[src/rtl/overdrive_pkg.sv]
// Shared types and constants for the overdrive pipeline.
// Mode encoding is visible to software, so keep it stable.
package overdrive_pkg;

    typedef enum logic [1:0] {
        OD_BYPASS,
        OD_HARD,
        OD_SOFT,
        OD_ASYM
    } od_mode_t;

    // Slope above the soft knee is 1/2^KNEE_SH.
    localparam int KNEE_SH = 2;

endpackage

[src/rtl/od_shaper.sv]
// Combinational clip shaper and output saturation.
// Takes the gained sample p and the dry sample; produces y and a clip flag.
module od_shaper
    import overdrive_pkg::*;
#(
    parameter int DATA_W = 16,
    parameter int GAIN_W = 6
) (
    input  od_mode_t                        mode,
    input  logic signed [DATA_W+GAIN_W:0]   p,
    input  logic signed [DATA_W-1:0]        dry,
    output logic signed [DATA_W-1:0]        y,
    output logic                            clip
);

    localparam int PW = DATA_W + GAIN_W + 1;
    localparam logic signed [PW-1:0] MAXV = PW'((1 << (DATA_W-1)) - 1);
    localparam logic signed [PW-1:0] MINV = -PW'(1 << (DATA_W-1));
    localparam logic signed [PW-1:0] TV   = PW'(1 << (DATA_W-2));

    logic signed [PW-1:0] k;
    logic signed [PW-1:0] lo;

    always_comb begin
        k    = p;
        lo   = MINV;
        y    = dry;
        clip = 1'b0;
        unique case (mode)
            OD_BYPASS, OD_HARD: ;
            OD_SOFT: begin
                if (p > TV)
                    k = TV + ((p - TV) >>> KNEE_SH);
                else if (p < -TV)
                    k = -TV + ((p + TV) >>> KNEE_SH);
            end
            OD_ASYM: lo = -TV;
        endcase
        // The knee only bends the curve; only the final clamp counts as clipping.
        if (mode != OD_BYPASS) begin
            if (k > MAXV) begin
                y    = MAXV[DATA_W-1:0];
                clip = 1'b1;
            end else if (k < lo) begin
                y    = lo[DATA_W-1:0];
                clip = 1'b1;
            end else begin
                y    = k[DATA_W-1:0];
            end
        end
    end

endmodule

[src/rtl/overdrive_pipe.sv]
// Three-stage gain + clip-shaper pipeline with valid/ready streaming
// and a saturating clip counter.
module overdrive_pipe
    import overdrive_pkg::*;
#(
    parameter int DATA_W = 16,
    parameter int GAIN_W = 6,
    parameter int FRAC_W = 2,
    parameter int CH_W   = 1,
    parameter int CNT_W  = 16
) (
    input  logic                     CLK,
    input  logic                     RESET_N,
    input  logic                     IN_VALID,
    output logic                     IN_READY,
    input  logic signed [DATA_W-1:0] IN_DATA,
    input  logic [CH_W-1:0]          IN_CH,
    input  logic [GAIN_W-1:0]        GAIN,
    input  od_mode_t                 MODE,
    output logic                     OUT_VALID,
    input  logic                     OUT_READY,
    output logic signed [DATA_W-1:0] OUT_DATA,
    output logic [CH_W-1:0]          OUT_CH,
    output logic                     CLIP_OUT,
    output logic [CNT_W-1:0]         CLIP_CNT,
    input  logic                     CNT_CLR
);

    localparam int PW = DATA_W + GAIN_W + 1;

    logic en;

    logic                     v1;
    logic signed [DATA_W-1:0] d1;
    logic [CH_W-1:0]          c1;
    logic [GAIN_W-1:0]        g1;
    od_mode_t                 m1;

    logic                     v2;
    logic signed [PW-1:0]     p2;
    logic signed [DATA_W-1:0] dry2;
    logic [CH_W-1:0]          c2;
    od_mode_t                 m2;

    logic signed [PW-1:0]     d1x;
    logic signed [PW-1:0]     g1x;
    logic signed [PW-1:0]     prod;
    logic signed [DATA_W-1:0] y3;
    logic                     clip3;

    // Single global stall: every stage moves only when the output can drain.
    assign en       = !OUT_VALID || OUT_READY;
    assign IN_READY = en;

    assign d1x  = {{(PW-DATA_W){d1[DATA_W-1]}}, d1};
    assign g1x  = {{(PW-GAIN_W){1'b0}}, g1};
    assign prod = d1x * g1x;

    always_ff @(posedge CLK or negedge RESET_N) begin
        if (!RESET_N) begin
            v1 <= 1'b0;
            d1 <= '0;
            c1 <= '0;
            g1 <= '0;
            m1 <= OD_BYPASS;
        end else if (en) begin
            v1 <= IN_VALID;
            d1 <= IN_DATA;
            c1 <= IN_CH;
            g1 <= GAIN;
            m1 <= MODE;
        end
    end

    always_ff @(posedge CLK or negedge RESET_N) begin
        if (!RESET_N) begin
            v2   <= 1'b0;
            p2   <= '0;
            dry2 <= '0;
            c2   <= '0;
            m2   <= OD_BYPASS;
        end else if (en) begin
            v2   <= v1;
            p2   <= prod >>> FRAC_W;
            dry2 <= d1;
            c2   <= c1;
            m2   <= m1;
        end
    end

    od_shaper #(
        .DATA_W (DATA_W),
        .GAIN_W (GAIN_W)
    ) u_shaper (
        .mode (m2),
        .p    (p2),
        .dry  (dry2),
        .y    (y3),
        .clip (clip3)
    );

    always_ff @(posedge CLK or negedge RESET_N) begin
        if (!RESET_N) begin
            OUT_VALID <= 1'b0;
            OUT_DATA  <= '0;
            OUT_CH    <= '0;
            CLIP_OUT  <= 1'b0;
        end else if (en) begin
            OUT_VALID <= v2;
            OUT_DATA  <= y3;
            OUT_CH    <= c2;
            CLIP_OUT  <= clip3;
        end
    end

    always_ff @(posedge CLK or negedge RESET_N) begin
        if (!RESET_N)
            CLIP_CNT <= '0;
        else if (CNT_CLR)
            CLIP_CNT <= '0;
        else if (OUT_VALID && OUT_READY && CLIP_OUT && CLIP_CNT != '1)
            CLIP_CNT <= CLIP_CNT + CNT_W'(1);
    end

endmodule

[config.mk]
export PLATFORM = sky130hd
export DESIGN_NAME = overdrive_pipe
export DESIGN_NICKNAME = d
export VERILOG_FILES = /design/src/rtl/overdrive_pkg.sv /design/src/rtl/od_shaper.sv /design/src/rtl/overdrive_pipe.sv
export SDC_FILE = /design/constraint.sdc
export NUM_CORES = 1
export LEC_CHECK = 0
export ABC_AREA = 1
export CAP_MARGIN = 20
export CORE_ASPECT_RATIO = 0.5
export CORE_MARGIN = 3
export CORE_UTILIZATION = 35
export CTS_CLUSTER_DIAMETER = 80
export CTS_CLUSTER_SIZE = 8
export DETAILED_ROUTE_END_ITERATION = 8
export GPL_TIMING_DRIVEN = 0
export PLACE_DENSITY = 0.63
export SLEW_MARGIN = 10
export SYNTH_ARGS = -nofsm -noshare
export SYNTH_HDL_FRONTEND = slang
export SYNTH_HIERARCHICAL = 1
export SYNTH_SLANG_ARGS = --single-unit
[constraint.sdc]
create_clock -name CLK -period 4.4 [get_ports CLK]
set_input_delay 0.66 -clock CLK [delete_from_list [all_inputs] [get_ports CLK]]
set_output_delay 0.66 -clock CLK [all_outputs]
set_load 0.02 [all_outputs]
==> results.md, run 1 <==
- Before antenna repair, the detailed router went through 5 iterations.
- The die outline area is just over 0.03 mm².
- The mapped netlist covers 0.00983 mm².
- For the worst-skew pair, the clock arrives at the later sink with an insertion delay of between 0.3 and 0.4 ns.
- The pin count of the biggest net entering global routing is 53.
- The number of remaining DRC errors is 0.
- The normalized max-slew margin is 56.6%.
- Yosys printed 6 warnings.
- At the worst endpoint, the required time is between 4 and 5 ns.
- The number of rows in the core area is between 40 and 50.
- The wire length of the first global-routing pass is 43,100 µm.
- The post-route netlist has 11.0% of its cells at a drive strength greater than 1.
- The last weighted congestion value of the routability-driven placer is about 0.94.
- The antenna diode instance count is 0.
- The number of top-level pins is 66.
- The synthesized netlist contains 39 unique library cells.
- The CTS buffer count is 9.
- The number of cells produced by synthesis is approximately 1,400.
- The post-synthesis cell type with the largest combined area is sky130_fd_sc_hd__dfrtp_1.
- For this run, the register share of the synthesized area comes to between 20% and 30%.
- No sink is reached through more buffers than the 2 on the longest clock path.
- The total nets after synthesis is between 1,500 and 2,000.
- Across the routed clock network, the largest skew measured is around 0.011 ns.
- The max-slew violation count came to 0.
- Once detailed placement completed, the half-perimeter wirelength came to just over 20,000 µm.
- The setup path with the least slack is of type register to register.
- The root buffer cell chosen for the clock tree is sky130_fd_sc_hd__clkbuf_16.
- Clock-pin slew was measured on the worst setup and hold paths at about 0.08 ns.
- The data arrival at the endpoint of the critical path is ~4.5 ns.
- The setup violation total in the final timing report is 0.
- The die is roughly 120 µm tall.
- STA classifies the critical path endpoint as a register.
- After synthesis the netlist holds a flip-flop and latch count of 102.
- The routed wire length is 26,200 µm.
- The number of buffers and inverters on the critical path is 5.
- The effective utilization at floorplan is between 30% and 40%.
- The total area inside the core boundary comes to 0.0270 mm².
- The via count of the first global-routing pass is ~8,400.
- After clock tree synthesis, the flow added hold-fix buffers numbering 0.
- The gate family responsible for the most delay along the worst path is adder cells.
- The clock tree from TritonCTS is yes.
- The flow ran to the end, and the final reports show no timing, DRC or antenna violations.
- The leftover overflow at the end of global routing is 0.
- Clock tree synthesis found a total of between 100 and 150 sinks.
- The number of nets in the layout is between 1,500 and 2,000.
- Averaged over all synthesized cells, the footprint is ~6.8 µm².
- Counting the fill cells in the layout gives about 2,800.
- The actual slew at the worst max-slew pin is 0.651 ns.
- Among the stages of the critical path, the cell type that occurs most often is sky130_fd_sc_hd__nand2_1.
- The post-route worst setup slack is roughly 0.16 ns.
- The worst setup path is launched from a register.
- After detailed routing, the average wire length per cell comes to 13.7 µm.
- The relative area change from synthesis to final layout is 20.5%.
- The max-cap check violation count is 0.
- For this design, the slowest cell found on the critical path is sky130_fd_sc_hd__fa_1.
- The setup total negative slack is 0 ns.
- The detailed router finished its first iteration with roughly 470 violations.
- The horizontal die dimension is 243 µm.
- The peak clock frequency supported by timing is approximately 240 MHz.
- After layout, the worst path uses a little over nine tenths of the clock period.
- The final hold violation count is 0.
- Of all nets on the critical path, the largest fanout is 6.
- The routed layout has 8,828 vias.
- The worst hold path class is primary input to async pin.
- In this run the remaining antenna-violating nets after routing total 0.
- The clock period minus worst slack is about 4.2 ns.
- OpenSTA, run right after detailed placement, puts the worst setup slack at -0.646 ns.
- Traced cell by cell, the critical path runs through clkbuf_16, nand2_1, inv_1, fa_1, fa_1, fa_1, inv_1, fa_1, inv_1, ha_4, nand2_2, inv_1, nand2_1, nand2_1, nand2_1, nand3_2, nand2_1, nand3_1, nand3_2, nand2_1.
- The largest single stage delay on the critical path is ~0.56 ns.
- Sorting the synthesized cells by area gives the leading types as sky130_fd_sc_hd__dfrtp_1 26%, sky130_fd_sc_hd__nand2_1 20%, sky130_fd_sc_hd__fa_1 14%.
- The average via count per standard cell is ~4.6.
- The clock tree synthesis step divided the H-tree into 3 levels.
- The top cell type's share of synthesized area is between 20 and 30%.
- For this run, the total global-route usage over all layers was measured as between 10% and 20%.
- The number of antenna violations at the first check in global routing came to 0.
- The count of buffers inserted at the top-level ports is 65.
-- stage by stage --
| stage | area [µm²] | util [%] | hold WS [ns] | std cells |
|---|---|---|---|---|
| finish | 11800 | 43.9 | 0.231 | 1911 |
| global placement | 11000 | 40.5 | 0.435 | 1886 |
| floorplan | 9830 | - | 0.364 | 1447 |
| detailed placement | 11000 | 40.6 | 0.438 | 1887 |
| global route | 11800 | 43.9 | 0.259 | 1911 |
| CTS | 11400 | 42.1 | 0.253 | 1903 |
-- cell families (layout without fill, tap and decap cells) --
kind of cell	after synthesis	after routing	synth area share [%]
flops	102	102	26.0
xor+xnor	17	17	1.51
compound gates	114	114	6.74
simple gates	760	760	32.0
fa+ha+maj	118	118	20.1
buf+inv	336	426	13.6
-- synth_stat cells --
master,instances
sky130_fd_sc_hd__nand2_1,532
sky130_fd_sc_hd__inv_1,288
sky130_fd_sc_hd__dfrtp_1,102
sky130_fd_sc_hd__nor2_1,88
sky130_fd_sc_hd__nand3_1,84
sky130_fd_sc_hd__fa_1,67
sky130_fd_sc_hd__o21ai_0,61
sky130_fd_sc_hd__ha_1,51
sky130_fd_sc_hd__a21oi_1,24
sky130_fd_sc_hd__clkbuf_1,24
sky130_fd_sc_hd__nand4_1,15
sky130_fd_sc_hd__a21oi_2,11
sky130_fd_sc_hd__xnor2_1,9
sky130_fd_sc_hd__xor2_1,8
sky130_fd_sc_hd__nand3b_1,7
sky130_fd_sc_hd__nor3_1,7
sky130_fd_sc_hd__o21ai_2,7
sky130_fd_sc_hd__buf_1,6
sky130_fd_sc_hd__buf_2,6
sky130_fd_sc_hd__nand2_2,6
sky130_fd_sc_hd__nor2_2,6
sky130_fd_sc_hd__buf_6,5
sky130_fd_sc_hd__nand2_4,4
sky130_fd_sc_hd__nand3_2,4
sky130_fd_sc_hd__o21ai_1,4
sky130_fd_sc_hd__and2_1,3
sky130_fd_sc_hd__inv_2,3
sky130_fd_sc_hd__o21bai_1,3
sky130_fd_sc_hd__o31ai_1,2
sky130_fd_sc_hd__a21oi_4,1
sky130_fd_sc_hd__a31oi_1,1
sky130_fd_sc_hd__buf_12,1
sky130_fd_sc_hd__buf_8,1
sky130_fd_sc_hd__clkbuf_2,1
sky130_fd_sc_hd__inv_4,1
sky130_fd_sc_hd__nor2_8,1
sky130_fd_sc_hd__nor3_2,1
sky130_fd_sc_hd__nor4_1,1
sky130_fd_sc_hd__or2_2,1
-- worst paths after layout --
check                      cells past startpoint                       to  slack [ns]               from
max                                           20       p2[20]$_DFFE_PN0P_        0.16  g1[3]$_DFFE_PN0P_
min                                            1        g1[1]$_DFFE_PN0P_        0.23            RESET_N
max reg2reg                                   20       p2[20]$_DFFE_PN0P_        0.16  g1[3]$_DFFE_PN0P_
min reg2reg                                    2    OUT_VALID$_DFFE_PN0P_        0.45     v2$_DFFE_PN0P_
max in group asynchronous                      2  CLIP_CNT[1]$_DFFE_PN0P_        3.52            RESET_N
min in group CLK                               2    OUT_VALID$_DFFE_PN0P_        0.45     v2$_DFFE_PN0P_
-- area by class of cell --
type	instances	area, µm²	area share, %
Clock buffer	9	225	1.90
Tap cell	374	468	3.95
Buffer	38	246	2.08
Inverter	292	1100	9.27
Multi-Input combinational cell	1009	6340	53.5
Timing Repair Buffer	80	806	6.80
Sequential cell	102	2560	21.6
Clock inverter	7	104	0.877
-- cells in the final DEF, fill, tap and decap left out, types with 14 or more instances in the layout --
cell,instances
sky130_fd_sc_hd__a21oi_2,17
sky130_fd_sc_hd__nand2_1,511
sky130_fd_sc_hd__clkbuf_1,14
sky130_fd_sc_hd__nand2_2,25
sky130_fd_sc_hd__fa_1,66
sky130_fd_sc_hd__inv_1,284
sky130_fd_sc_hd__ha_4,14
sky130_fd_sc_hd__dfrtp_1,97
sky130_fd_sc_hd__nand3_1,77
sky130_fd_sc_hd__o21ai_0,61
sky130_fd_sc_hd__ha_1,36
sky130_fd_sc_hd__clkdlybuf4s50_1,64
sky130_fd_sc_hd__a21oi_1,17
sky130_fd_sc_hd__nand4_1,15
sky130_fd_sc_hd__nor2_1,78
-- worst register-to-register path, delay by kind of cell (launching register included) --
family | cells | cell delay [ns]
fa+ha+maj | 5 | 2.35
buf+inv | 5 | 0.45
flops | 1 | 0.49
simple gates | 10 | 0.85
-- per-layer routing --
metal  share of wire, %  up-vias  global-route usage [%]
li1                   -     4527                       -
met1                 49     4131                    24.8
met2                 46      145                    28.8
met3                3.6       25                    2.26
met4               0.99        0                    2.84
met5                  0        -                       0
-- flip-flops by register name, indices dropped and copies added, names as in the netlist, 2 cells and up --
name and flops:
d1 16, g1 6, CLIP_CNT 16, m2 2, OUT_DATA 16, m1 2, p2 21, dry2 16
-- timing repair --
item	in CTS	in global routing
pin swaps	0	24
endpoints found under the setup margin	17	15
gates resized for setup	19	94
buffers inserted	5	8
hold endpoints to repair	0	0
cloned	0	1
Power of run 1 is not shown: default switching activity piles up to over one toggle a cycle in this logic, so the estimate is an artifact.
==> run 2: changes to the inputs <==
Settings changed: DONT_BUFFER_PORTS from default to 1, PLACE_DENSITY 0.63 to 0.6.
==> run 2 against run 1 <==
Compared with the run above:
- first-iteration DRC count fell by 3.0%
- global-route usage is essentially flat
- count of clock-buffer cells in the layout up 1
- final area shrank 6.5%
- utilization down 2.8 points
- clock skew shrank 0.0031 ns
- fmax is 0.12% lower
- critical path type unchanged
- largest cell class unchanged
==> results.md, run 2 (synthesis results as in run 1) <==
- The final hold violation count was 0.
- Max-cap violations in this run came to 0.
- The average wire length per cell after detail routing is 14.1 µm.
- Leaving out fill and tap cells, the most frequent cell in the layout is sky130_fd_sc_hd__nand2_1.
- The CTS buffer count is 9.
- At the pin with the least slew margin, the transition time is approximately 0.8 ns.
- Detailed placement ended at an HPWL of ~20,000 µm.
- Once layout is complete, the utilization of the core stands at around two fifths.
- The count of cells in the finished layout, fillers not included, comes to 1,847.
- The setup violation total in the final timing report is 0.
- No sink is reached through more buffers than the 2 on the longest clock path.
- The library cells used most frequently in the layout, excluding fill and tap cells, are 516 x sky130_fd_sc_hd__nand2_1, 286 x sky130_fd_sc_hd__inv_1, 98 x sky130_fd_sc_hd__dfrtp_1, 81 x sky130_fd_sc_hd__nand3_1, 79 x sky130_fd_sc_hd__nor2_1.
- Global routing finished with a remaining overflow of 0.
- The number of remaining DRC errors is 0.
- The number of nets in the layout is roughly 1,600.
- The first global-routing pass estimated roughly 43,000 µm of wire.
- Counting I/O delays and the setup requirement, the final critical path takes about 4.2 ns.
- The antenna diode instance count is 0.
- The die is roughly 120 µm tall.
- The register with the most flip-flops in the layout has 21 of them.
- The max-slew violation count is 0.
- In the routed layout, each cell is associated on average with a via count of 4.61.
- The reg-to-reg endpoint is p2[20]$_DFFE_PN0P_.
- Pin placement for this block handled 66 I/O pins.
- The number of inserted filler cells in the final layout is roughly 2,800.
- The first TritonRoute pass finished after 5 iterations.
- From synthesis to final layout, the design area changed by 12.7%.
- Measured against its own limit, the worst slew margin works out to between 40% and 50%.
- After clock tree synthesis, the clock-pin slew on the worst setup and hold paths is 0.07 ns.
- Setup repair after global routing could not meet its margin everywhere.
- The run finished with clean final reports.
- The number of rows in the core area is 42.
- The H-tree generated during clock tree synthesis spans 3 levels.
- At the later pin of the worst-skew pair, clock insertion delay measures 0.36 ns.
- The placed instance count is 1,821.
- Setup total negative slack on the finished layout was measured at 0 ns.
- Data arrives at the worst endpoint at around 4.5 ns.
- Clock tree synthesis found a total of just over 100 sinks.
- The root buffer cell is sky130_fd_sc_hd__clkbuf_16.
- For flop-to-flop paths, the worst setup slack is around 0.15 ns.
- The peak clock frequency supported by timing is roughly 240 MHz.
- The last weighted congestion value of the routability-driven placer is about 0.90.
- The effective utilization at floorplan is 36.4%.
- The worst setup path is of the register to register kind.
- Dividing the final minimum period by the clock period gives roughly 96%.
- Summed over all layers, the routed wires come to about 26,000 µm.
- The number of design-rule violations left by the first detailed-router iteration is between 400 and 500.
- The required time of the worst setup path is 4.65 ns.
- Buffers placed on the I/O ports in this run total 0.
- Counting flops per register, the top entry is p2.
- The horizontal die dimension is 243 µm.
- The pin count of the biggest net entering global routing is ~100.
- The aggregate global-route resource usage is between 10% and 20%.
- After floorplanning, the core was sized to cover about 0.027 mm².
- TritonCTS built the clock tree.
- The largest driver fanout on the critical path is 7.
- Summing all multi-input logic gate instances after layout gives ~0.0063 mm².
- The largest clock skew in the final design is 0.00815 ns.
- The worst setup path is launched from a register.
- The die covers a little over 0.03 mm².
- The worst hold path belongs to the class primary input to async pin.
- The logic depth of the worst register-to-register path is 18.
- The kind of end point of the critical path is a register.
- Once detail routing completed, the nets flagged for antenna violations numbered 0.
- The routed layout has around 8,500 vias.
- The share of cells above drive strength 1 is between 10% and 20%.
- The via count of the first global-routing pass is 8,269.
- The startpoint of the most critical register-to-register path is g1[3]$_DFFE_PN0P_.
- The footprint of the flip-flops and latches is 0.00256 mm².
- The number of antenna violations at the first check in global routing is 0.
run 2: repair_timing:
item / CTS / global route
pin swaps: 0 / 18
endpoints found under the hold margin: 102 / 0
setup buffers: 2 / 11
gates cloned: 0 / 1
endpoints found under the setup margin: 17 / 15
gates resized for setup: 20 / 72
hold buffers: 1 / 0
run 2: worst max-delay path by stage:
stage,from,endpoint,depth (start not counted)
final,g1[3]$_DFFE_PN0P_,p2[20]$_DFFE_PN0P_,18
after global routing,g1[1]$_DFFE_PN0P_,p2[20]$_DFFE_PN0P_,21
after CTS,g1[3]$_DFFE_PN0P_,p2[20]$_DFFE_PN0P_,19
after detailed placement,g1[3]$_DFFE_PN0P_,p2[20]$_DFFE_PN0P_,20
after global placement,g1[3]$_DFFE_PN0P_,p2[20]$_DFFE_PN0P_,20
after floorplan,g1[3]$_DFFE_PN0P_,p2[20]$_DFFE_PN0P_,20
run 2: area by class of cell:
type / count / area share (%)
Tap cell: 374 / 4.22
Inverter: 292 / 9.92
Clock buffer: 10 / 2.16
Sequential cell: 102 / 23.1
Multi-Input combinational cell: 1009 / 56.5
Buffer: 39 / 2.29
Clock inverter: 6 / 0.474
Timing Repair Buffer: 15 / 1.36
run 2: stage by stage:
| stage | area, µm² | hold WS (ns) | setup WS, ns |
|---|---|---|---|
| 2_1_floorplan | 9830 | 0.364 | 0.0656 |
| 3_3_place_gp | 10300 | 0.366 | -0.644 |
| 3_5_place_dp | 10300 | 0.366 | -0.619 |
| 4_1_cts | 10700 | 0.251 | 0.00266 |
| 5_1_grt | 11100 | 0.261 | -0.0436 |
| 6_report | 11100 | 0.199 | 0.155 |
run 2: critical path, cell delays in order (launching register included):
cell	delay [ns]
sky130_fd_sc_hd__dfrtp_2	0.49
sky130_fd_sc_hd__buf_4	0.17
sky130_fd_sc_hd__nand2_1	0.05
sky130_fd_sc_hd__inv_1	0.06
sky130_fd_sc_hd__fa_1	0.55
sky130_fd_sc_hd__fa_1	0.44
sky130_fd_sc_hd__fa_1	0.54
sky130_fd_sc_hd__inv_1	0.05
sky130_fd_sc_hd__fa_1	0.53
sky130_fd_sc_hd__inv_1	0.07
sky130_fd_sc_hd__ha_4	0.27
sky130_fd_sc_hd__nand2_1	0.08
sky130_fd_sc_hd__nand2_1	0.12
sky130_fd_sc_hd__a21oi_2	0.24
sky130_fd_sc_hd__nand3_2	0.14
sky130_fd_sc_hd__nand2_1	0.09
sky130_fd_sc_hd__nand3_1	0.07
sky130_fd_sc_hd__nand3_1	0.12
sky130_fd_sc_hd__nand2_1	0.06
run 2: per-layer routing:
metal / global-route usage [%] / routed length, µm / vias to the layer above / part of all wire (%)
met3: 2.50 / 881 / 29 / 3.4
met5: 0 / 0 / - / 0
met4: 4.24 / 463 / 0 / 1.8
li1: - / - / 4402 / -
met2: 28.2 / 11700 / 130 / 45
met1: 24.7 / 13000 / 3956 / 50
Power of run 2 is left out for the same reason.
==> run 3: changes to the inputs <==
Settings changed: PLACE_DENSITY 0.6 to 0.61, TNS_END_PERCENT from default to 20.
==> run 3 against run 2 <==
Compared with the run above:
- global-route usage decreased by 0.076 points
- worst hold slack worse by 0.0048 ns
- utilization down 0.11 points
- via count is 0.23% lower
- wire length shrank 0.59%
- first-iteration DRC count grew 4.4%
- worst setup slack gained 0.022 ns
- fmax up 0.53%
- final area fell by 0.26%
- critical path depth is 3 higher
- sequential share of layout area increased by 0.083 points
- critical path type unchanged
==> results.md, run 3 (synthesis results as in run 1) <==
- The worst register-to-register path begins at g1[3]$_DFFE_PN0P_.
- The register-to-register setup slack is 0.18 ns.
- The number of inserted filler cells in the final layout is between 2,000 and 3,000.
- The run finished with clean final reports.
- The number of top-level pins is 66.
- The routed wire length is about 26,000 µm.
- The maximum buffer depth of the clock tree is 2.
- In this run the worst path has a maximum fanout of 6.
- The pin count of the biggest net entering global routing is ~100.
- The clock network latency to the later pin of the worst-skew pair is 0.36 ns.
- The footprint of the flip-flops and latches is between 0.002 and 0.003 mm².
- Timing would allow up to ~240 MHz.
- The number of remaining DRC errors is 0.
- For this run, the slowest stage of the critical path takes between 0.5 and 0.6 ns.
- The count of H-tree levels built during CTS is 3.
- The clock period minus worst slack is around 4.2 ns.
- The number of rows in the core area is 42.
- The number of antenna violations at the first check in global routing is 0.
- The placeable core area is 0.0270 mm².
- The chip height is approximately 120 µm.
- CTS placed an instance of sky130_fd_sc_hd__clkbuf_16 at the clock tree root.
- The final hold violation count is 0.
- The required time of the worst setup path is between 4 and 5 ns.
- Traced cell by cell, the critical path runs through buf_8, nand2_1, inv_1, fa_1, inv_1, fa_1, inv_1, fa_1, inv_1, fa_1, inv_1, ha_4, nand2_2, nor2_4, nand2_1, nand2_2, nand3_1, nand2_1, nand2_1, nand3_1, nand2_1.
- The CTS buffer count is 9.
- The actual slew at the worst max-slew pin is 0.800 ns.
- The register with the most flip-flops in the layout has 21 of them.
- The worst setup path is of the register to register kind.
- Setup violations remaining at the end of the flow were counted as 0.
- The initial utilization of the core area, before any placement, comes to 36.4%.
- The critical path's slowest cell is sky130_fd_sc_hd__fa_1.
- The worst setup timing slack at the placement stage is -0.597 ns.
- Detailed placement finished with a half-perimeter wire length of 20,200 µm.
- Counting flops per register, the top entry is p2.
- The detailed router finished its first iteration with around 480 violations.
- The last weighted congestion value of the routability-driven placer is between 0.9 and 1.
- After clock tree synthesis, the clock-pin slew on the worst setup and hold paths is 0.07 ns.
- STA classifies the critical path startpoint as a register.
- The die outline area is around 0.030 mm².
- During placement, the flow inserted port buffers numbering 0.
- For the worst setup path, the data arrival time is 4.48 ns.
- The wire length of the first global-routing pass is 42,600 µm.
- The worst setup path is captured at a register.
- The max-slew violation count is 0.
- Setup repair after global routing could not meet its margin everywhere.
- The via count of the first global-routing pass is between 8,000 and 9,000.
- The logic depth of the worst register-to-register path is 21.
- The first-pass iteration count of the detailed router is 5.
- For this design, the sink count on the clock tree is 102.
- The post-route worst setup slack is roughly 0.18 ns.
- The horizontal die dimension is ~240 µm.
- The average via count per standard cell is 4.61.
- The largest clock skew in the final design is 0.00509 ns.
- The reg-to-reg endpoint is p2[16]$_DFFE_PN0P_.
- Summing all multi-input logic gate instances after layout gives a little over 0.006 mm².
- In this run the worst setup path begins at g1[3]$_DFFE_PN0P_.
- From synthesis to final layout, the design area changed by 12.4%.
- The final layout contains approximately 1,600 nets.
- The clock tree from TritonCTS is yes.
- The leftover overflow at the end of global routing is 0.
- The post-route netlist has a little over a tenth of its cells at a drive strength greater than 1.
- The final cycle utilization of the critical path is between 90% and 100%.
- The final route contains around 8,500 vias.
- The aggregate global-route resource usage is roughly 17%.
- The leading cell type in the layout, fill and taps excluded is sky130_fd_sc_hd__nand2_1.
- Leaving out fill and tap cells, the most frequent cells in the layout are 516 x sky130_fd_sc_hd__nand2_1, 285 x sky130_fd_sc_hd__inv_1, 96 x sky130_fd_sc_hd__dfrtp_1, 81 x sky130_fd_sc_hd__nand3_1, 78 x sky130_fd_sc_hd__nor2_1.
- In the final routed layout, each cell accounts on average for between 10 and 15 µm.
- The worst hold path class is primary input to async pin.
- The normalized max-slew margin is between 40% and 50%.
- Max-cap violations in this run came to 0.
- The repair_antennas step left the layout with diodes totalling 0.
- The number of nets with antenna violations after detailed routing is 0.
## run 3: per-stage QoR
stage | cells | instance area (µm²) | hold slack (ns) | utilization [%] | setup TNS (ns)
detailed placement | 1821 | 10300 | 0.366 | 38.1 | -7.30
global placement | 1821 | 10300 | 0.366 | 38.1 | -7.06
CTS | 1837 | 10700 | 0.236 | 39.6 | 0
finish | 1845 | 11000 | 0.194 | 40.9 | 0
global route | 1845 | 11000 | 0.243 | 40.9 | -0.0998
floorplan | 1447 | 9830 | 0.364 | - | 0
## run 3: worst max-delay path by stage
stage | slack [ns] | endpoint | cells past startpoint
detailed placement | -0.60 | p2[20]$_DFFE_PN0P_ | 20
global placement | -0.59 | p2[20]$_DFFE_PN0P_ | 20
CTS | 0.004 | p2[20]$_DFFE_PN0P_ | 18
floorplan | 0.07 | p2[20]$_DFFE_PN0P_ | 20
finish | 0.18 | p2[16]$_DFFE_PN0P_ | 21
global route | -0.03 | p2[20]$_DFFE_PN0P_ | 20
## run 3: worst max-delay path: cells and delay by family, from the launching register on
family,cells,cell delay (ns)
AND/OR/NAND/NOR,10,0.82
buffers and inverters,6,0.45
adder cells (fa/ha/maj),5,2.34
flip-flops,1,0.48
## run 3: area by class of cell
type                       count  area share (%)
multi-input combinational   1009            56.4
tap                          374            4.24
clock inverter                 5           0.600
timing repair buffer          13            1.20
sequential                   102            23.2
clock buffer                  11            2.20
buffer                        39            2.26
inverter                     292            9.94
## run 3: routing by layer
| layer | wire length [µm] | track usage [%] |
|---|---|---|
| met2 | 11600 | 27.5 |
| met4 | 449 | 4.00 |
| met3 | 904 | 2.69 |
| met1 | 13000 | 25.0 |
| met5 | 0 | 0 |
## run 3: timing repair
action,in CTS,in global routing
gates cloned,0,1
endpoints found under the hold margin,102,0
endpoints found under the setup margin,17,15
resized for setup,18,73
pin swaps,0,14
hold buffers,1,0
setup buffers,4,7
Power of run 3 is left out for the same reason.
